[src/rtl/alu_pkg.sv]
`default_nettype none
// +----------------------------------------------------------------------+
// | alu_pkg: shared widths, command encodings and operand-need decoder   |
// | Revision: 1.0                                                        |
// +----------------------------------------------------------------------+
package alu_pkg;

  localparam int ALU_WIDTH     = 8;
  localparam int ALU_CMD_WIDTH = 4;
  localparam int ALU_TIMEOUT   = 16;

  typedef enum logic [3:0] {
    A_ADD     = 4'd0,
    A_SUB     = 4'd1,
    A_ADD_CIN = 4'd2,
    A_SUB_CIN = 4'd3,
    A_INC_A   = 4'd4,
    A_DEC_A   = 4'd5,
    A_INC_B   = 4'd6,
    A_DEC_B   = 4'd7,
    A_CMP     = 4'd8
  } arith_cmd_e;

  typedef enum logic [3:0] {
    L_AND     = 4'd0,
    L_NAND    = 4'd1,
    L_OR      = 4'd2,
    L_NOR     = 4'd3,
    L_XOR     = 4'd4,
    L_XNOR    = 4'd5,
    L_NOT_A   = 4'd6,
    L_NOT_B   = 4'd7,
    L_SHR1_A  = 4'd8,
    L_SHL1_A  = 4'd9,
    L_SHR1_B  = 4'd10,
    L_SHL1_B  = 4'd11,
    L_ROL_A_B = 4'd12,
    L_ROR_A_B = 4'd13
  } logic_cmd_e;

  typedef enum logic {
    IDLE = 1'b0,
    WAIT = 1'b1
  } alu_state_e;

  // bit0 = opa required, bit1 = opb required; illegal codes ask for both
  function automatic logic [1:0] needs_operands(input logic mode, input logic [3:0] cmd);
    logic [1:0] need;
    need = 2'b11;
    if (mode) begin
      case (cmd)
        A_INC_A, A_DEC_A: need = 2'b01;
        A_INC_B, A_DEC_B: need = 2'b10;
        default:          need = 2'b11;
      endcase
    end else begin
      case (cmd)
        L_NOT_A, L_SHR1_A, L_SHL1_A: need = 2'b01;
        L_NOT_B, L_SHR1_B, L_SHL1_B: need = 2'b10;
        default:                     need = 2'b11;
      endcase
    end
    return need;
  endfunction

endpackage
`default_nettype wire

[src/rtl/alu_compute.sv]
`default_nettype none
// +----------------------------------------------------------------------+
// | alu_compute: combinational ALU datapath producing result and flags   |
// | Revision: 1.0                                                        |
// +----------------------------------------------------------------------+
module alu_compute
  import alu_pkg::*;
#(
  parameter int WIDTH     = ALU_WIDTH,
  parameter int CMD_WIDTH = ALU_CMD_WIDTH
) (
  input  logic                 mode_i,
  input  logic [CMD_WIDTH-1:0] cmd_i,
  input  logic [WIDTH-1:0]     opa_i,
  input  logic [WIDTH-1:0]     opb_i,
  input  logic                 cin_i,
  output logic [WIDTH:0]       res_o,
  output logic                 cout_o,
  output logic                 oflow_o,
  output logic                 err_o,
  output logic                 g_o,
  output logic                 l_o,
  output logic                 e_o
);

  localparam int SHW = (WIDTH > 1) ? $clog2(WIDTH) : 1;
  localparam logic [WIDTH:0] C_ONE = {{WIDTH{1'b0}}, 1'b1};

  logic [WIDTH:0]   w_a;
  logic [WIDTH:0]   w_b;
  logic [WIDTH:0]   w_c;
  logic [3:0]       w_code;
  logic             w_hi_ok;
  logic [SHW-1:0]   w_amt;
  logic             w_amt_err;
  logic [WIDTH-1:0] w_rol;
  logic [WIDTH-1:0] w_ror;

  assign w_a       = {1'b0, opa_i};
  assign w_b       = {1'b0, opb_i};
  assign w_c       = {{WIDTH{1'b0}}, cin_i};
  assign w_code    = cmd_i[3:0];
  assign w_hi_ok   = (cmd_i >> 4) == '0;
  assign w_amt     = opb_i[SHW-1:0];
  assign w_amt_err = (opb_i >> SHW) != '0;
  assign w_rol     = (opa_i << w_amt) | (opa_i >> (WIDTH - int'(w_amt)));
  assign w_ror     = (opa_i >> w_amt) | (opa_i << (WIDTH - int'(w_amt)));

  always_comb begin
    res_o   = '0;
    cout_o  = 1'b0;
    oflow_o = 1'b0;
    err_o   = 1'b0;
    g_o     = 1'b0;
    l_o     = 1'b0;
    e_o     = 1'b0;
    if (!w_hi_ok) begin
      err_o = 1'b1;
    end else if (mode_i) begin
      case (w_code)
        A_ADD:     res_o = w_a + w_b;
        A_SUB: begin
          res_o   = w_a - w_b;
          oflow_o = w_a < w_b;
        end
        A_ADD_CIN: res_o = w_a + w_b + w_c;
        A_SUB_CIN: begin
          res_o   = w_a - w_b - w_c;
          oflow_o = w_a < (w_b + w_c);
        end
        A_INC_A:   res_o = w_a + C_ONE;
        A_DEC_A:   res_o = w_a - C_ONE;
        A_INC_B:   res_o = w_b + C_ONE;
        A_DEC_B:   res_o = w_b - C_ONE;
        A_CMP: begin
          g_o = opa_i > opb_i;
          l_o = opa_i < opb_i;
          e_o = opa_i == opb_i;
        end
        default:   err_o = 1'b1;
      endcase
      cout_o = res_o[WIDTH];
    end else begin
      case (w_code)
        L_AND:     res_o = {1'b0, opa_i & opb_i};
        L_NAND:    res_o = {1'b0, ~(opa_i & opb_i)};
        L_OR:      res_o = {1'b0, opa_i | opb_i};
        L_NOR:     res_o = {1'b0, ~(opa_i | opb_i)};
        L_XOR:     res_o = {1'b0, opa_i ^ opb_i};
        L_XNOR:    res_o = {1'b0, ~(opa_i ^ opb_i)};
        L_NOT_A:   res_o = {1'b0, ~opa_i};
        L_NOT_B:   res_o = {1'b0, ~opb_i};
        L_SHR1_A:  res_o = {1'b0, opa_i >> 1};
        L_SHL1_A:  res_o = {1'b0, opa_i << 1};
        L_SHR1_B:  res_o = {1'b0, opb_i >> 1};
        L_SHL1_B:  res_o = {1'b0, opb_i << 1};
        L_ROL_A_B: if (w_amt_err) err_o = 1'b1; else res_o = {1'b0, w_rol};
        L_ROR_A_B: if (w_amt_err) err_o = 1'b1; else res_o = {1'b0, w_ror};
        default:   err_o = 1'b1;
      endcase
    end
  end

endmodule
`default_nettype wire

[src/rtl/alu_core.sv]
`default_nettype none
// +----------------------------------------------------------------------+
// | alu_core: registered ALU with split-operand wait FSM and timeout     |
// | Revision: 1.0                                                        |
// +----------------------------------------------------------------------+
module alu_core
  import alu_pkg::*;
#(
  parameter int WIDTH     = ALU_WIDTH,
  parameter int CMD_WIDTH = ALU_CMD_WIDTH,
  parameter int TIMEOUT   = ALU_TIMEOUT
) (
  input  logic                 clk,
  input  logic                 rst,
  input  logic                 ce,
  input  logic                 mode,
  input  logic [CMD_WIDTH-1:0] cmd,
  input  logic [1:0]           inp_valid,
  input  logic [WIDTH-1:0]     opa,
  input  logic [WIDTH-1:0]     opb,
  input  logic                 cin,
  output logic [WIDTH:0]       res,
  output logic                 cout,
  output logic                 oflow,
  output logic                 err,
  output logic                 g,
  output logic                 l,
  output logic                 e
);

  localparam int CNT_W = $clog2(TIMEOUT + 1);

  alu_state_e           state_q, state_d;
  logic [CNT_W-1:0]     count_q, count_d;
  logic                 mode_q, mode_d;
  logic [CMD_WIDTH-1:0] cmd_q, cmd_d;
  logic                 cin_q, cin_d;
  logic [WIDTH-1:0]     opa_q, opa_d;
  logic [WIDTH-1:0]     opb_q, opb_d;
  logic [1:0]           have_q, have_d;
  logic [WIDTH:0]       res_q, res_d;
  logic                 cout_q, cout_d;
  logic                 oflow_q, oflow_d;
  logic                 err_q, err_d;
  logic                 g_q, g_d;
  logic                 l_q, l_d;
  logic                 e_q, e_d;

  logic                 w_mode;
  logic [CMD_WIDTH-1:0] w_cmd;
  logic                 w_cin;
  logic [WIDTH-1:0]     w_opa;
  logic [WIDTH-1:0]     w_opb;
  logic [1:0]           w_need;
  logic [1:0]           w_have;
  logic                 w_ready;
  logic [WIDTH:0]       w_res;
  logic                 w_cout, w_oflow, w_err, w_g, w_l, w_e;

  // In WAIT the latched command context replaces the live inputs
  assign w_mode  = (state_q == WAIT) ? mode_q : mode;
  assign w_cmd   = (state_q == WAIT) ? cmd_q  : cmd;
  assign w_cin   = (state_q == WAIT) ? cin_q  : cin;
  assign w_opa   = inp_valid[0] ? opa : opa_q;
  assign w_opb   = inp_valid[1] ? opb : opb_q;
  assign w_need  = needs_operands(w_mode, w_cmd[3:0]);
  assign w_have  = ((state_q == WAIT) ? have_q : 2'b00) | inp_valid;
  assign w_ready = (w_have & w_need) == w_need;

  alu_compute #(
    .WIDTH     (WIDTH),
    .CMD_WIDTH (CMD_WIDTH)
  ) u_compute (
    .mode_i  (w_mode),
    .cmd_i   (w_cmd),
    .opa_i   (w_opa),
    .opb_i   (w_opb),
    .cin_i   (w_cin),
    .res_o   (w_res),
    .cout_o  (w_cout),
    .oflow_o (w_oflow),
    .err_o   (w_err),
    .g_o     (w_g),
    .l_o     (w_l),
    .e_o     (w_e)
  );

  always_comb begin
    state_d = state_q;
    count_d = count_q;
    mode_d  = mode_q;
    cmd_d   = cmd_q;
    cin_d   = cin_q;
    opa_d   = opa_q;
    opb_d   = opb_q;
    have_d  = have_q;
    res_d   = res_q;
    cout_d  = cout_q;
    oflow_d = oflow_q;
    err_d   = err_q;
    g_d     = g_q;
    l_d     = l_q;
    e_d     = e_q;
    if (ce) begin
      if ((state_q == IDLE && inp_valid != 2'b00 && w_ready) ||
          (state_q == WAIT && w_ready)) begin
        res_d   = w_res;
        cout_d  = w_cout;
        oflow_d = w_oflow;
        err_d   = w_err;
        g_d     = w_g;
        l_d     = w_l;
        e_d     = w_e;
        state_d = IDLE;
        count_d = '0;
        have_d  = 2'b00;
      end else if (state_q == IDLE && inp_valid != 2'b00) begin
        mode_d  = mode;
        cmd_d   = cmd;
        cin_d   = cin;
        opa_d   = w_opa;
        opb_d   = w_opb;
        have_d  = inp_valid;
        count_d = CNT_W'(1);
        state_d = WAIT;
      end else if (state_q == WAIT && count_q == CNT_W'(TIMEOUT)) begin
        res_d   = '0;
        cout_d  = 1'b0;
        oflow_d = 1'b0;
        err_d   = 1'b1;
        g_d     = 1'b0;
        l_d     = 1'b0;
        e_d     = 1'b0;
        state_d = IDLE;
        count_d = '0;
        have_d  = 2'b00;
      end else if (state_q == WAIT) begin
        count_d = count_q + CNT_W'(1);
        opa_d   = w_opa;
        opb_d   = w_opb;
        have_d  = w_have;
      end
    end
  end

  always_ff @(posedge clk or posedge rst) begin
    if (rst) begin
      state_q <= IDLE;
      count_q <= '0;
      mode_q  <= 1'b0;
      cmd_q   <= '0;
      cin_q   <= 1'b0;
      opa_q   <= '0;
      opb_q   <= '0;
      have_q  <= 2'b00;
      res_q   <= '0;
      cout_q  <= 1'b0;
      oflow_q <= 1'b0;
      err_q   <= 1'b0;
      g_q     <= 1'b0;
      l_q     <= 1'b0;
      e_q     <= 1'b0;
    end else begin
      state_q <= state_d;
      count_q <= count_d;
      mode_q  <= mode_d;
      cmd_q   <= cmd_d;
      cin_q   <= cin_d;
      opa_q   <= opa_d;
      opb_q   <= opb_d;
      have_q  <= have_d;
      res_q   <= res_d;
      cout_q  <= cout_d;
      oflow_q <= oflow_d;
      err_q   <= err_d;
      g_q     <= g_d;
      l_q     <= l_d;
      e_q     <= e_d;
    end
  end

  assign res   = res_q;
  assign cout  = cout_q;
  assign oflow = oflow_q;
  assign err   = err_q;
  assign g     = g_q;
  assign l     = l_q;
  assign e     = e_q;

endmodule
`default_nettype wire
[config.mk]
export PLATFORM = sky130hd
export DESIGN_NAME = alu_core
export DESIGN_NICKNAME = d
export VERILOG_FILES = /design/src/rtl/alu_pkg.sv /design/src/rtl/alu_compute.sv /design/src/rtl/alu_core.sv
export SDC_FILE = /design/constraint.sdc
export NUM_CORES = 1
export LEC_CHECK = 0
export BUFFER_PORTS_ARGS = -buffer_cell sky130_fd_sc_hd__buf_2
export CAP_MARGIN = 15
export CORE_ASPECT_RATIO = 0.5
export CORE_MARGIN = 2
export CORE_UTILIZATION = 34
export CTS_BUF_LIST = sky130_fd_sc_hd__clkbuf_8
export CTS_CLUSTER_DIAMETER = 80
export DETAILED_ROUTE_END_ITERATION = 10
export PLACE_DENSITY = 0.52
export SLEW_MARGIN = 10
export SYNTH_ARGS = -nofsm -noshare
export SYNTH_HDL_FRONTEND = slang
export SYNTH_SLANG_ARGS = --single-unit
[constraint.sdc]
create_clock -name clk -period 4.85 [get_ports clk]
set_input_delay 0.485 -clock clk [delete_from_list [all_inputs] [get_ports clk]]
set_output_delay 0.485 -clock clk [all_outputs]
set_load 0.01 [all_outputs]
# --- Word level (Yosys, flattened, before mapping) ---
# Cells that the tools add are included.
op_classes:
  add_sub_neg: 11
  mul: 0
  div: 0
  n_lt_le_gt_ge: 4
  eq_ne: 18
  shifts: 4
  mux: 56
  bitwise: 14
  reduce_logical: 24
op_table:
  columns: ["op", "count"]
  rows:
  - ["$pmux 9 s14", 1]
  - ["$mux 8", 10]
  - ["$pmux 9 s8", 1]
  - ["$not 8->8", 5]
  - ["$mux 9", 4]
  - ["$shl 8x32->8", 1]
  - ["$shr 8x32->8", 1]
  - ["$mux 1", 25]
  - ["$eq 4x4->1 const B", 6]
  - ["$or 8x8->8", 3]
  - ["$mux 5", 4]
  - ["$add 8x1->9 const B", 2]
  - ["$sub 8x1->9 const B", 2]
  - ["$eq 4x3->1 const B", 4]
  - ["$lt 8x8->1", 2]
  - ["$mux 2", 6]
  - ["$reduce_or 12->1", 1]
  - ["$add 8x1->9", 1]
  - ["$add 8x8->9", 1]
  - ["$add 9x1->9", 1]
  - ["$lt 8x9->1", 1]
  - ["$reduce_or 9->1", 1]
  - ["$sub 8x8->9", 1]
  - ["$sub 9x1->9", 1]
  - ["other kinds (32)", 46]
word_totals:
  register_bits: 45
  latchBits: 0
  ramBits: 0
  romBits: 0
  memories: 0

# --- Longest topological paths before layout ---
# Gate-level depths: netlist (run 1).
depth:
  word_depth: 11
  ltp_mapped: 16
  ltp_nobuf: 13

# --- By module ---
# Synthesis (run 1) repeated with hierarchy kept, for this count alone.
hier_totals:
  hier_cells: 838
  hier_area_um2: 6776.5
modules_own_cells:
  columns: ["mod", "n_inst", "cells_per_inst", "area_each_um2"]
  rows:
  - ["alu_compute", 1, 667, 4519.3]
  - ["alu_core", 1, 171, 2257.2]

# --- Worst setup path before layout (run 1) ---
# OpenSTA, ideal clock, no wires.
synth_path:
  kind: "register -> register"
  from: "reg state_q"
  to: "reg res_q[8], in the netlist res[8]"
  t_arrival_ns: 3.697
  slack_ns: 1.028
  stages_incl_launch_ff: 13
  path_buffers: 2
  cell_sequence: "dfrtp_1 > buf_6 > buf_6 > mux2_2 > nor2_1 > ha_1 > or3_1 > o21ai_0 > o41ai_1 > mux2_2 > or3_1 > a221oi_1 > o2bb2ai_1"
synth_via:
  elab_chain_len: 11
  word_cells_on_any_way: 40
  cone_classes: "2 x add/sub; 13 x eq/ne; 10 x mux; 3 x bitwise; 12 x reduce/logical"
synth_rtl:
  columns: ["element", "line_no", "text"]
  rows:
  - ["start, declared", "alu_core.sv:33", "alu_state_e state_q, state_d;"]
  - ["start signal, assigned", "alu_core.sv:164", "state_q <= state_d;"]
  - ["$mux 4", "alu_core.sv:62", "assign w_cmd = (state_q == WAIT) ? cmd_q : cmd;"]
  - ["$eq 4x3->1, or another cell as far along", null, null]
  - ["$reduce_or 3->1 or $reduce_or 2->1 (tied branches)", "alu_pkg.sv:57, alu_pkg.sv:51", null]
  - ["$pmux 2 s2 (on tied branches)", "alu_pkg.sv:57, alu_pkg.sv:51", null]
  - ["$mux 2", "alu_pkg.sv:50", "if (mode) begin"]
  - ["$and 2x2->2", "alu_core.sv:68", "assign w_ready = (w_have & w_need) == w_need;"]
  - ["$eq 2x2->1", "alu_core.sv:68", null]
  - ["$logic_and 1x1->1 (on tied branches)", "alu_core.sv:105, alu_core.sv:106", null]
  - ["$logic_or 1x1->1", "alu_core.sv:105", "if ((state_q == IDLE && inp_valid != 2'b00 && w_ready) ||"]
  - ["$ne 2x1->1 (no line) or $reduce_bool 2->1 (tied branches)", null, null]
  - ["$reduce_and 3->1 (no line)", null, null]
  - ["end signal, assigned", "alu_core.sv:172", "res_q <= res_d;"]
  - ["end, declared", "alu_core.sv:41", "logic [WIDTH:0] res_q, res_d;"]
# Parallel ways exist; a longest one is shown, timed or not.
# A chain may end at the register's enable or synchronous reset.

# --- Final worst setup path (run 1) ---
# Ends and elaborated chain as after synthesis.

==> results of run 1 <==
synthesized netlist by cell type (all sizes together) (8+ instances only):
cell / n / share of area (%)
a211oi: 8 / 0.95
a21oi: 70 / 5.6
a221oi: 12 / 1.8
a22oi: 8 / 0.95
a31oi: 13 / 1.3
buf: 24 / 2.2
clkbuf: 19 / 1.1
dfrtp: 44 / 17
ha: 63 / 12
inv: 38 / 2.2
mux2: 12 / 2.1
mux2i: 33 / 5.5
nand2: 73 / 4.4
nand2b: 15 / 1.5
nand3: 11 / 0.87
nand4: 9 / 0.89
nor2: 88 / 5.3
nor3: 19 / 1.7
o211ai: 14 / 1.7
o21ai: 42 / 3.3
o22ai: 24 / 2.4
xnor2: 30 / 4.1
xor2: 13 / 1.8
worst max-delay path, delay by kind of cell (launching register included):
family,cells,cell delay [ns]
and+or+nand+nor,2,1.09
DFF,1,0.69
AOI/OAI and AO/OA,5,1.06
muxes,2,0.92
buffers and inverters,1,0.07
adders and majority gates,1,0.32
final timing paths:
check	startpoint	endpoint	slack, ns	depth (start not counted)
min in group clk	cin	cin_q	0.41	2
max in group asynchronous	rst	res[8]	3.84	2
setup reg to reg	state_q	res[8]	0.58	11
hold / removal	rst	opb_q[3]	0.40	2
hold reg to reg	res[1]	res[1]	0.49	1
setup / recovery	state_q	res[8]	0.58	11
state kept, by name, indices dropped and copies added (netlist names), 2 cells and up:
signal	count
cmd_q	4
count_q	5
have_q	2
opa_q	8
opb_q	8
res	9
kinds of logic after synthesis:
kind of cell	after synthesis	share of synthesized area, %
and+or+nand+nor	257	19.24
buffers and inverters	82	5.657
adders and majority gates	67	13.68
DFF	44	17.35
muxes	45	7.629
xor gates and xnor gates	43	5.933
AOI/OAI and AO/OA	283	30.51
metal layers:
metal	share of wire (%)	vias to the layer above
li1	-	3157
met1	47	3423
met2	40	363
met3	10	57
met4	2.8	0
met5	0	-
report_power, final:
group | switching (mW) | total (mW) | internal, mW
logic | 2.52 | 3.95 | 1.43
clock network | 0.148 | 0.300 | 0.153
registers | 0.137 | 0.646 | 0.509
layout make-up:
class                   instances  area (µm²)  share of cell area, %
clock buffers                   5       68.82                 0.9774
clock inverters                 3       42.54                 0.6042
inverters                      39       146.4                  2.079
multi-input cells             695        4891                  69.47
flip-flops and latches         44        1101                  15.64
well taps                     240       300.3                  4.265
repair buffers                 79       490.5                  6.966
==> out/summary.log, run 1 <==
[sta] maximum achievable frequency 0.2342 GHz
[synth] synth unique cells 80
[clock_network] Longest Clk Path Bufs 2
[global_routing] GR Layer Usage met1 39.82%
[worst_setup_path] Worst Setup Start Kind flip-flop
[die] die boundary height 100.6 µm
[drt] via count 7000
[final_layout] Area growth, synth to finish 10.92%
[final_layout] final cell count without fillers 1105
[final_layout] final standard cell utilization of the core 38.37%
[sta] Final Critical Period 4.270 ns
[global_routing] via count of the first global-routing pass 6423
[pwr] leakage 2.980 nW
[final_layout] most frequent standard cell in the layout excluding fill and tap cells sky130_fd_sc_hd__nor2_1
[clock_network] clk slew on worst S/H paths 0.10 ns
[drt] initial drt markers 760
[placement] count of input and output buffers 41
[pwr] Max IR drop VDD 180.5 µV
[sta] Slew headroom 32.09%
[clock_network] Clock Sinks 44
[clock_network] post-CTS resize count 0
[worst_setup_path] master of the slowest instance on the critical path sky130_fd_sc_hd__nor2_1
[run] maximum capacitance violations 0
[drt] total DRC errors in the routed layout 0
[global_routing] first-pass GRT wire length 40640 µm
[global_routing] global routing met2 resource utilization 38.41%
[sta] worst-case setup margin in the final layout 0.5803 ns
[worst_setup_path] data arrival time of the critical path 4.46 ns
[clock_network] clock latency of the later-clocked register in the worst-skew pair 0.31 ns
[final_layout] number of fill cells 1897
[final_layout] Ant. Diodes 0
[drt] antenna-violating nets left 0
[placement] count of placed standard cells including taps 1097
[placement] placed inst area 6929 µm²
[sta] Fin. Hold Viols 0
[die] # rows 35
[die] Std-Cell Core Area 18350 µm²
[sta] max-slew violation count 0
[worst_setup_path] cell with the most instances on the worst path sky130_fd_sc_hd__mux2_2
[sta] count of endpoints failing setup in the final report 0
[global_routing] met3 track utilization from global routing 6.725%
[synth] fraction of registers with async set or reset after synthesis 100.0%
[run_status] status finished, final reports clean
[clock_network] level count of the clock H-tree 2
[sta] portion of the clock cycle consumed by the worst path in the final layout 88.04%
[sta] sum of negative setup slack 0 ns
[final_layout] post-layout instance area 7041 µm²
[synth] count of yosys warnings during synthesis 0
[placement] GP Congestion 1.043
[placement] detailed placer's ending HPWL 20710 µm
[pwr] Pwr Total 4.896 mW
[sta] post-route clock skew 0.008054 ns
[synth] post-synthesis sequential element count 44
[synth] gate count after technology mapping 821
[sta] Fin Hold WS 0.3991 ns
[placement] worst slack after detailed placement 0.5583 ns
[drt] vias per cell 6.335
[clock_network] cts hold-fix bufs 0
[global_routing] antenna violations before repair 0
[die] die extent in x 197.2 µm
[worst_hold_path] type of the tightest min-delay check input pin to async pin
[synth] number of enable-type register cells in the synthesized netlist 0
[drt] average wire length per cell after detail routing 24.39 µm
[global_routing] largest net degree at the start of global routing 45
[sta] Worst Tran Pin Value 1.012 ns
[sta] RSZ-0062 raised after global routing false
[worst_setup_path] largest incremental delay on the critical path 0.70 ns
[global_routing] Total GRT Usage 27.02%
[clock_network] clock tree from TritonCTS built
[worst_setup_path] critical-path cell list mux2_2 > nor2_1 > ha_1 > inv_1 > a21oi_1 > o21ai_0 > o41ai_1 > mux2_2 > or3_1 > a221oi_1 > o2bb2ai_1
[die] Starting Density 34.59%
[global_routing] GRT overflow 0
[synth] post-synth design cell area 6347 µm²
[global_routing] most crowded layer after global routing met1
[worst_setup_path] Worst setup EP type flip-flop
[clock_network] # Post-CTS Setup Buffers 0
[clock_network] Clock Root Buffer sky130_fd_sc_hd__clkbuf_8
[synth] Top FF cell, synth sky130_fd_sc_hd__dfrtp_1
[worst_setup_path] maximum fanout along the worst path 18
[worst_setup_path] worst path required time 5.04 ns
[clock_network] number of CTS-inserted buffers 5
[drt] iteration count of the initial detailed-routing pass 7
[drt] final routed wirelength across all metal layers 26950 µm
[final_layout] fin nets 958
[final_layout] most frequent cells in the layout sky130_fd_sc_hd__nor2_1, sky130_fd_sc_hd__nand2_1, sky130_fd_sc_hd__a21oi_1, sky130_fd_sc_hd__ha_1, sky130_fd_sc_hd__dfrtp_1
[worst_setup_path] critical path class flip-flop to flip-flop
[final_layout] fraction of final layout cells with drive strength greater than 1 14.45%
[synth] share of synthesized area occupied by flip-flops and latches 17.35%
[die] floorplan die area 19840 µm²
[synth] net count after synthesis 915
[die] top-level port count 42
[synth] synthesized area divided by synthesized cell count 7.731 µm²
[pwr] pwr/cell area 695.4 nW/µm²
Note: power is estimated with default switching activity, not from simulation.
==> inputs of run 2 (changes only) <==
--- a/config.mk
+++ b/config.mk
@@ -5,15 +5,16 @@
 export SDC_FILE = /design/constraint.sdc
 export NUM_CORES = 1
 export LEC_CHECK = 0
-export BUFFER_PORTS_ARGS = -buffer_cell sky130_fd_sc_hd__buf_2
+export BUFFER_PORTS_ARGS = -buffer_cell sky130_fd_sc_hd__buf_4
 export CAP_MARGIN = 15
 export CORE_ASPECT_RATIO = 0.5
 export CORE_MARGIN = 2
-export CORE_UTILIZATION = 34
+export CORE_UTILIZATION = 40
 export CTS_BUF_LIST = sky130_fd_sc_hd__clkbuf_8
 export CTS_CLUSTER_DIAMETER = 80
 export DETAILED_ROUTE_END_ITERATION = 10
-export PLACE_DENSITY = 0.52
+export PLACE_DENSITY = 0.59
+export RECOVER_POWER = 25
 export SLEW_MARGIN = 10
 export SYNTH_ARGS = -nofsm -noshare
 export SYNTH_HDL_FRONTEND = slang
==> run 2 against run 1 <==
Net effect: the run now ends with capacitance limit, slew limit left; largest power group unchanged; sequential share of layout area shrank 0.086 points; sequential cell count is the same; non-clock buffer count shrank 3; core utilization grew 7.4 points; worst hold slack gained 0.027 ns; first-iteration DRC count grew 13%.
==> out/summary.log, run 2 (synthesis results as in run 1) <==
[sta] count of endpoints failing setup in the final report 0 [unchanged]
[worst_setup_path] largest incremental delay on the critical path 0.77 ns [was 0.70 ns]
[worst_setup_path] critical path class flip-flop to flip-flop [unchanged]
[worst_setup_path] r2r worst-path depth 13 [was 11]
[pwr] Pwr Total 4.877 mW [was 4.896 mW]
[global_routing] GRT overflow 0 [unchanged]
[drt] iteration count of the initial detailed-routing pass 6 [was 7]
[clock_network] clock tree from TritonCTS built [unchanged]
[run] maximum capacitance violations 1 [was 0]
[global_routing] antenna violations before repair 0 [unchanged]
[worst_setup_path] R2R Setup Slk 0.88 ns [was 0.58 ns]
[clock_network] post-CTS resize count 0 [unchanged]
[drt] total DRC errors in the routed layout 0 [unchanged]
[die] die extent in x 182.1 µm [was 197.2 µm]
[drt] average wire length per cell after detail routing 24.37 µm [was 24.39 µm]
[final_layout] Ant. Diodes 0 [unchanged]
[sta] Final Critical Period 3.965 ns [was 4.270 ns]
[pwr] Max IR drop VDD 190.2 µV [was 180.5 µV]
[worst_setup_path] cell with the most instances on the worst path sky130_fd_sc_hd__buf_4 [was sky130_fd_sc_hd__mux2_2]
[worst_hold_path] Hold Path End cin_q
[worst_setup_path] worst path required time 5.04 ns [about the same]
[final_layout] post-layout instance area 7079 µm² [was 7041 µm²]
[pwr] pwr/cell area 688.9 nW/µm² [was 695.4 nW/µm²]
[final_layout] fin nets 955 [was 958]
[global_routing] first-pass GRT wire length 39310 µm [was 40640 µm]
[worst_hold_path] type of the tightest min-delay check input pin to flip-flop [was input pin to async pin]
[sta] RSZ-0062 raised after global routing false [unchanged]
[worst_setup_path] CP Buf/Inv Count 2 [was 1]
[worst_setup_path] data arrival time of the critical path 4.15 ns [was 4.46 ns]
[clock_network] Clock Sinks 44 [unchanged]
[drt] via count 6919 [was 7000]
[die] Starting Density 41.07% [was 34.59%]
[sta] Fin. Hold Viols 0 [unchanged]
[run_status] status finished with violations [was finished, final reports clean]
[sta] Worst Tran Pin Value 1.723 ns [was 1.012 ns]
[global_routing] largest net degree at the start of global routing 45 [unchanged]
[placement] detailed placer's ending HPWL 20440 µm [was 20710 µm]
[sta] Fin Hold WS 0.4263 ns [was 0.3991 ns]
[drt] antenna-violating nets left 0 [unchanged]
[sta] max-slew violation count 45 [was 0]
[sta] maximum achievable frequency 0.2522 GHz [was 0.2342 GHz]
[worst_setup_path] master of the slowest instance on the critical path sky130_fd_sc_hd__a2111oi_0 [was sky130_fd_sc_hd__nor2_1]
[drt] final routed wirelength across all metal layers 25980 µm [was 26950 µm]
[die] floorplan die area 16950 µm² [was 19840 µm²]
[worst_setup_path] Worst setup EP type flip-flop [unchanged]
[worst_setup_path] Worst Setup Start Kind flip-flop [unchanged]
[pwr] share of total power in combinational logic 80.9% [was 80.7%]
[die] top-level port count 42 [unchanged]
[clock_network] clk slew on worst S/H paths 0.09 ns [was 0.10 ns]
[pwr] switching power total 2.773 mW [was 2.803 mW]
[clock_network] Longest Clk Path Bufs 2 [unchanged]
[run_status] violations in the final reports capacitance limit, slew limit
[clock_network] Clock Root Buffer sky130_fd_sc_hd__clkbuf_8 [unchanged]
[worst_setup_path] maximum fanout along the worst path 20 [was 18]
[final_layout] Sequential cell area 1101 µm² [unchanged]
[clock_network] level count of the clock H-tree 2 [unchanged]
[clock_network] clock latency of the later-clocked register in the worst-skew pair 0.31 ns [about the same]
[final_layout] number of fill cells 1561 [was 1897]
[sta] sum of negative setup slack 0 ns [unchanged]
[die] # rows 32 [was 35]
[worst_hold_path] number of cells traversed by the worst hold path 2
[pwr] part of the power in registers 12.9% [was 13.2%]
[drt] vias per cell 6.491 [was 6.335]
[final_layout] most frequent cells in the layout sky130_fd_sc_hd__nor2_1, sky130_fd_sc_hd__buf_4, sky130_fd_sc_hd__nand2_1, sky130_fd_sc_hd__a21oi_1, sky130_fd_sc_hd__ha_1 [was sky130_fd_sc_hd__nor2_1, sky130_fd_sc_hd__nand2_1, sky130_fd_sc_hd__a21oi_1, sky130_fd_sc_hd__ha_1, sky130_fd_sc_hd__dfrtp_1]
[worst_hold_path] Hold Path Origin cin
[sta] Slew headroom -15.01% [was 32.09%]
[global_routing] Total GRT Usage 30.60% [was 27.02%]
[worst_setup_path] Critical R2R Launch state_q [unchanged]
[global_routing] via count of the first global-routing pass 6401 [was 6423]
[worst_setup_path] critical-path cell list buf_4 > nand2_1 > a2bb2oi_1 > nor2_1 > buf_4 > fa_1 > a211oi_1 > o21bai_1 > a2111oi_0 > nor4_1 > or3_1 > a221oi_1 > o2bb2ai_1 [was mux2_2 > nor2_1 > ha_1 > inv_1 > a21oi_1 > o21ai_0 > o41ai_1 > mux2_2 > or3_1 > a221oi_1 > o2bb2ai_1]
[final_layout] flip-flop count of the largest register after layout 9 [unchanged]
[placement] placed inst area 6964 µm² [was 6929 µm²]
[clock_network] # Post-CTS Setup Buffers 0 [unchanged]
[worst_setup_path] end of the worst register-to-register path res[8] [unchanged]
[die] Std-Cell Core Area 15450 µm² [was 18350 µm²]
[final_layout] most frequent standard cell in the layout excluding fill and tap cells sky130_fd_sc_hd__nor2_1 [unchanged]
[sta] post-route clock skew 0.01333 ns [was 0.008054 ns]
[pwr] leakage 2.992 nW [was 2.980 nW]
[clock_network] number of CTS-inserted buffers 5 [unchanged]
[final_layout] fraction of final layout cells with drive strength greater than 1 14.04% [was 14.45%]
[pwr] design internal power 2.104 mW [was 2.092 mW]
[placement] count of input and output buffers 41 [unchanged]
[die] die boundary height 93.08 µm [was 100.6 µm]
[pwr] switching share of power 56.86% [was 57.26%]
[placement] GP Congestion 1.016 [was 1.043]
[pwr] clock power share 6.2% [was 6.1%]
[final_layout] Area growth, synth to finish 11.53% [was 10.92%]
[drt] initial drt markers 859 [was 760]
[sta] portion of the clock cycle consumed by the worst path in the final layout 81.76% [was 88.04%]
[clock_network] cts hold-fix bufs 0 [unchanged]
[final_layout] area taken by multi-input logic gates 4891 µm² [unchanged]
[worst_setup_path] cell family with the largest share of critical-path delay compound AO/OA/AOI/OAI gates [was simple AND/OR/NAND/NOR gates]
run 2: changes by cell type in the layout (fill, tap and decap cells not counted), sizes merged:
cell,delta
buf,-4
clkbuf,+1
clkinv,-1
inv,+1
run 2: cell type report:
| cell class | instances | area share [%] |
|---|---|---|
| repair buffers | 76 | 8.059 |
| clock buffers | 5 | 0.9721 |
| inverters | 39 | 2.068 |
| well taps | 204 | 3.606 |
| clock inverters | 3 | 0.6539 |
| flip-flops and latches | 44 | 15.55 |
| multi-input cells | 695 | 69.09 |
run 2: layer usage:
layer	wire length (µm)	share of wire, %	vias up	track usage, %
li1	-	-	3150	-
met1	12050	46	3337	45.61
met2	10130	39	380	42.30
met3	3132	12	52	8.917
met4	669	2.6	0	7.863
met5	0	0	-	0
run 2: worst max path at each step:
stage	start	endpoint	slack, ns	cells past startpoint
after floorplan	state_q	res[8]	1.03	12
after global placement	inp_valid[0]	res[8]	0.83	11
after detailed placement	inp_valid[0]	res[8]	0.69	11
after CTS	state_q	res[8]	0.94	13
after global routing	state_q	res[8]	0.67	13
final	state_q	res[8]	0.88	13
run 2: metrics by stage:
stage                     utilization [%]  cells  setup slack [ns]
after CTS                           45.81   1066            0.9400
after global placement              45.06   1058            0.8324
after detailed placement            45.06   1058            0.6859
final                               45.81   1066            0.8848
after floorplan                         -    821             1.028
after global routing                45.81   1066            0.6743
run 2: power groups by stage:
stage	Clock [mW]	Combinational, mW	Sequential, mW
detailed placement	0	3.79	0.632
global placement	0	3.78	0.633
floorplan	0	2.67	0.608
global route	0.325	4.23	0.649
CTS	0.309	3.81	0.628
finish	0.300	3.95	0.630
==> inputs of run 3 (changes only) <==
--- a/config.mk
+++ b/config.mk
@@ -13,7 +13,7 @@
 export CTS_BUF_LIST = sky130_fd_sc_hd__clkbuf_8
 export CTS_CLUSTER_DIAMETER = 80
 export DETAILED_ROUTE_END_ITERATION = 10
-export PLACE_DENSITY = 0.59
+export PLACE_DENSITY = 0.61
 export RECOVER_POWER = 25
 export SLEW_MARGIN = 10
 export SYNTH_ARGS = -nofsm -noshare
==> constraint.sdc (replaced) <==
create_clock -name clk -period 3.3 [get_ports clk]
set_input_delay 0.33 -clock clk [delete_from_list [all_inputs] [get_ports clk]]
set_output_delay 0.33 -clock clk [all_outputs]
set_load 0.01 [all_outputs]
==> run 3 against run 2 <==
Net effect: the run ends with capacitance limit, slew limit, setup timing left; highest routed layer unchanged; clock power grew 56%; via count up 11%; first-iteration DRC count rose by 27%; die area did not move; critical path type unchanged; power rose by 82%.
==> out/summary.log, run 3 (synthesis results as in run 1) <==
[final_layout] Area growth, synth to finish 34.20% [was 11.53%]
[sta] portion of the clock cycle consumed by the worst path in the final layout 100.6% [was 81.76%]
[final_layout] most frequent standard cell in the layout excluding fill and tap cells sky130_fd_sc_hd__buf_4 [was sky130_fd_sc_hd__nor2_1]
[pwr] Max IR drop VDD 391.9 µV [was 190.2 µV]
[global_routing] GR Layer Usage met1 50.30% [was 45.61%]
[drt] via count 7652 [was 6919]
[final_layout] final standard cell utilization of the core 55.12% [was 45.81%]
[final_layout] flip-flop count of the largest register after layout 9 [unchanged]
[drt] final routed wirelength across all metal layers 29270 µm [was 25980 µm]
[clock_network] clock tree from TritonCTS built [unchanged]
[worst_setup_path] data arrival time of the critical path 3.54 ns [was 4.15 ns]
[drt] vias per cell 6.272 [was 6.491]
[sta] Fin Hold WS 0.2693 ns [was 0.4263 ns]
[drt] antenna-violating nets left 0 [unchanged]
[run_status] violations in the final reports capacitance limit, slew limit, setup timing [was capacitance limit, slew limit]
[drt] iteration count of the initial detailed-routing pass 6 [unchanged]
[drt] total DRC errors in the routed layout 0 [unchanged]
[clock_network] Clock Root Buffer sky130_fd_sc_hd__clkbuf_8 [unchanged]
[final_layout] fraction of final layout cells with drive strength greater than 1 30.71% [was 14.04%]
[sta] Slew headroom -18.94% [was -15.01%]
[placement] worst slack after detailed placement -0.1436 ns [was 0.6859 ns]
[global_routing] Total GRT Usage 34.80% [was 30.60%]
[worst_setup_path] maximum fanout along the worst path 8 [was 20]
[global_routing] largest net degree at the start of global routing 45 [unchanged]
[clock_network] clk slew on worst S/H paths 0.09 ns [about the same]
[final_layout] fin nets 1109 [was 955]
[sta] Worst Tran Pin Value 1.782 ns [was 1.723 ns]
[global_routing] antenna violations before repair 0 [unchanged]
[sta] RSZ-0062 raised after global routing true [was false]
[global_routing] first-pass GRT wire length 43900 µm [was 39310 µm]
[pwr] design internal power 4.224 mW [was 2.104 mW]
[sta] max-slew violation count 45 [unchanged]
[run_status] status finished with violations [unchanged]
[clock_network] clock latency of the later-clocked register in the worst-skew pair 0.32 ns [was 0.31 ns]
[clock_network] number of CTS-inserted buffers 5 [unchanged]
[sta] maximum achievable frequency 0.3012 GHz [was 0.2522 GHz]
[die] die extent in x 182.1 µm [unchanged]
[pwr] pwr/cell area 1040 nW/µm² [was 688.9 nW/µm²]
[final_layout] post-layout instance area 8518 µm² [was 7079 µm²]
[run] maximum capacitance violations 1 [unchanged]
[die] die boundary height 93.08 µm [unchanged]
[sta] worst-case setup margin in the final layout -0.02009 ns [was 0.8848 ns]
[worst_setup_path] worst path required time 3.51 ns [was 5.04 ns]
[worst_setup_path] critical path class flip-flop to flip-flop [unchanged]
[pwr] switching power total 4.638 mW [was 2.773 mW]
[pwr] part of the power in registers 10.3% [was 12.9%]
[final_layout] most frequent cells in the layout sky130_fd_sc_hd__buf_4, sky130_fd_sc_hd__nor2_1, sky130_fd_sc_hd__nand2_1, sky130_fd_sc_hd__a21oi_1, sky130_fd_sc_hd__ha_1 [was sky130_fd_sc_hd__nor2_1, sky130_fd_sc_hd__buf_4, sky130_fd_sc_hd__nand2_1, sky130_fd_sc_hd__a21oi_1, sky130_fd_sc_hd__ha_1]
[global_routing] met3 track utilization from global routing 12.66% [was 8.917%]
[worst_setup_path] Worst Setup Start Kind flip-flop [unchanged]
[placement] count of input and output buffers 41 [unchanged]
[worst_hold_path] type of the tightest min-delay check input pin to flip-flop [unchanged]
[die] # rows 32 [unchanged]
[pwr] share of total power in combinational logic 84.4% [was 80.9%]
[sta] post-route clock skew 0.004816 ns [was 0.01333 ns]
[sta] Final Critical Period 3.320 ns [was 3.965 ns]
[clock_network] Longest Clk Path Bufs 2 [unchanged]
[global_routing] GRT overflow 0 [unchanged]
[die] top-level port count 42 [unchanged]
[final_layout] Ant. Diodes 0 [unchanged]
[pwr] switching share of power 52.34% [was 56.86%]
[sta] sum of negative setup slack -0.02009 ns [was 0 ns]
[die] Std-Cell Core Area 15450 µm² [unchanged]
[clock_network] level count of the clock H-tree 2 [unchanged]
[drt] average wire length per cell after detail routing 23.99 µm [was 24.37 µm]
[drt] initial drt markers 1092 [was 859]
[die] Starting Density 41.07% [unchanged]
[clock_network] cts hold-fix bufs 0 [unchanged]
[global_routing] global routing met2 resource utilization 48.06% [was 42.30%]
[sta] Fin. Hold Viols 0 [unchanged]
[global_routing] via count of the first global-routing pass 7165 [was 6401]
[pwr] clock power share 5.3% [was 6.2%]
[placement] GP Congestion 1.072 [was 1.016]
[clock_network] Clock Sinks 44 [unchanged]
[placement] detailed placer's ending HPWL 24030 µm [was 20440 µm]
[die] floorplan die area 16950 µm² [unchanged]
[pwr] leakage 3.797 nW [was 2.992 nW]
[placement] placed inst area 8233 µm² [was 6964 µm²]
[sta] count of endpoints failing setup in the final report 1 [was 0]
[worst_setup_path] Worst setup EP type flip-flop [unchanged]
[global_routing] most crowded layer after global routing met1 [unchanged]
run 3: power by group through the flow:
stage / clock [mW] / combinational, mW / sequential (mW)
4_1_cts: 0.483 / 7.07 / 0.903
2_1_floorplan: 0 / 4.02 / 0.897
3_5_place_dp: 0 / 7.02 / 0.913
6_report: 0.467 / 7.48 / 0.912
5_1_grt: 0.496 / 7.97 / 0.938
3_3_place_gp: 0 / 6.97 / 0.902
run 3: cell type report:
type	instances	area, µm²
fillers	1474	6937
multi-input cells	695	5141
repair buffers	230	1752
flip-flops and latches	44	1101
well taps	204	255.2
inverters	39	147.6
clock buffers	6	82.58
clock inverters	2	38.79
run 3: through the flow:
step / instances / power [mW]
floorplan: 821 / 4.921
global placement: 1209 / 7.868
detailed placement: 1209 / 7.928
CTS: 1217 / 8.460
global route: 1220 / 9.401
finish: 1220 / 8.862
run 3: critical path, stage by stage, from the launching register on:
cell                        delay (ns)
sky130_fd_sc_hd__dfrtp_1          0.44
sky130_fd_sc_hd__buf_4            0.17
sky130_fd_sc_hd__mux2_4           0.36
sky130_fd_sc_hd__nor2_4           0.35
sky130_fd_sc_hd__ha_4             0.28
sky130_fd_sc_hd__or3_1            0.41
sky130_fd_sc_hd__o21ai_2          0.15
sky130_fd_sc_hd__o41ai_2          0.08
sky130_fd_sc_hd__mux2_4           0.34
sky130_fd_sc_hd__or3_1            0.38
sky130_fd_sc_hd__a221oi_2         0.17
sky130_fd_sc_hd__o2bb2ai_1        0.08
run 3: worst paths after layout:
check / from / end / slack, ns / depth (start not counted)
max: state_q / res[8] / -0.02 / 11
min: cin / cin_q / 0.27 / 2
max reg2reg: state_q / res[8] / -0.02 / 11
min reg2reg: have_q[0] / have_q[0] / 0.49 / 2
max in group asynchronous: rst / res[6] / 1.68 / 2
min in group asynchronous: rst / opa_q[3] / 0.57 / 2
run 3: timing repair:
| item | in CTS | in global routing |
|---|---|---|
| gates cloned | 0 | 0 |
| setup buffers | 0 | 3 |
| endpoints found under the setup margin | 3 | 10 |
| resized for setup | 3 | 26 |
| pin swaps | 0 | 2 |
run 3: routing by layer:
layer  wire length, µm  share of wire (%)
met5                 0                  0
met4               748                2.6
met3              4004                 14
met2             11100                 38
met1             13410                 46
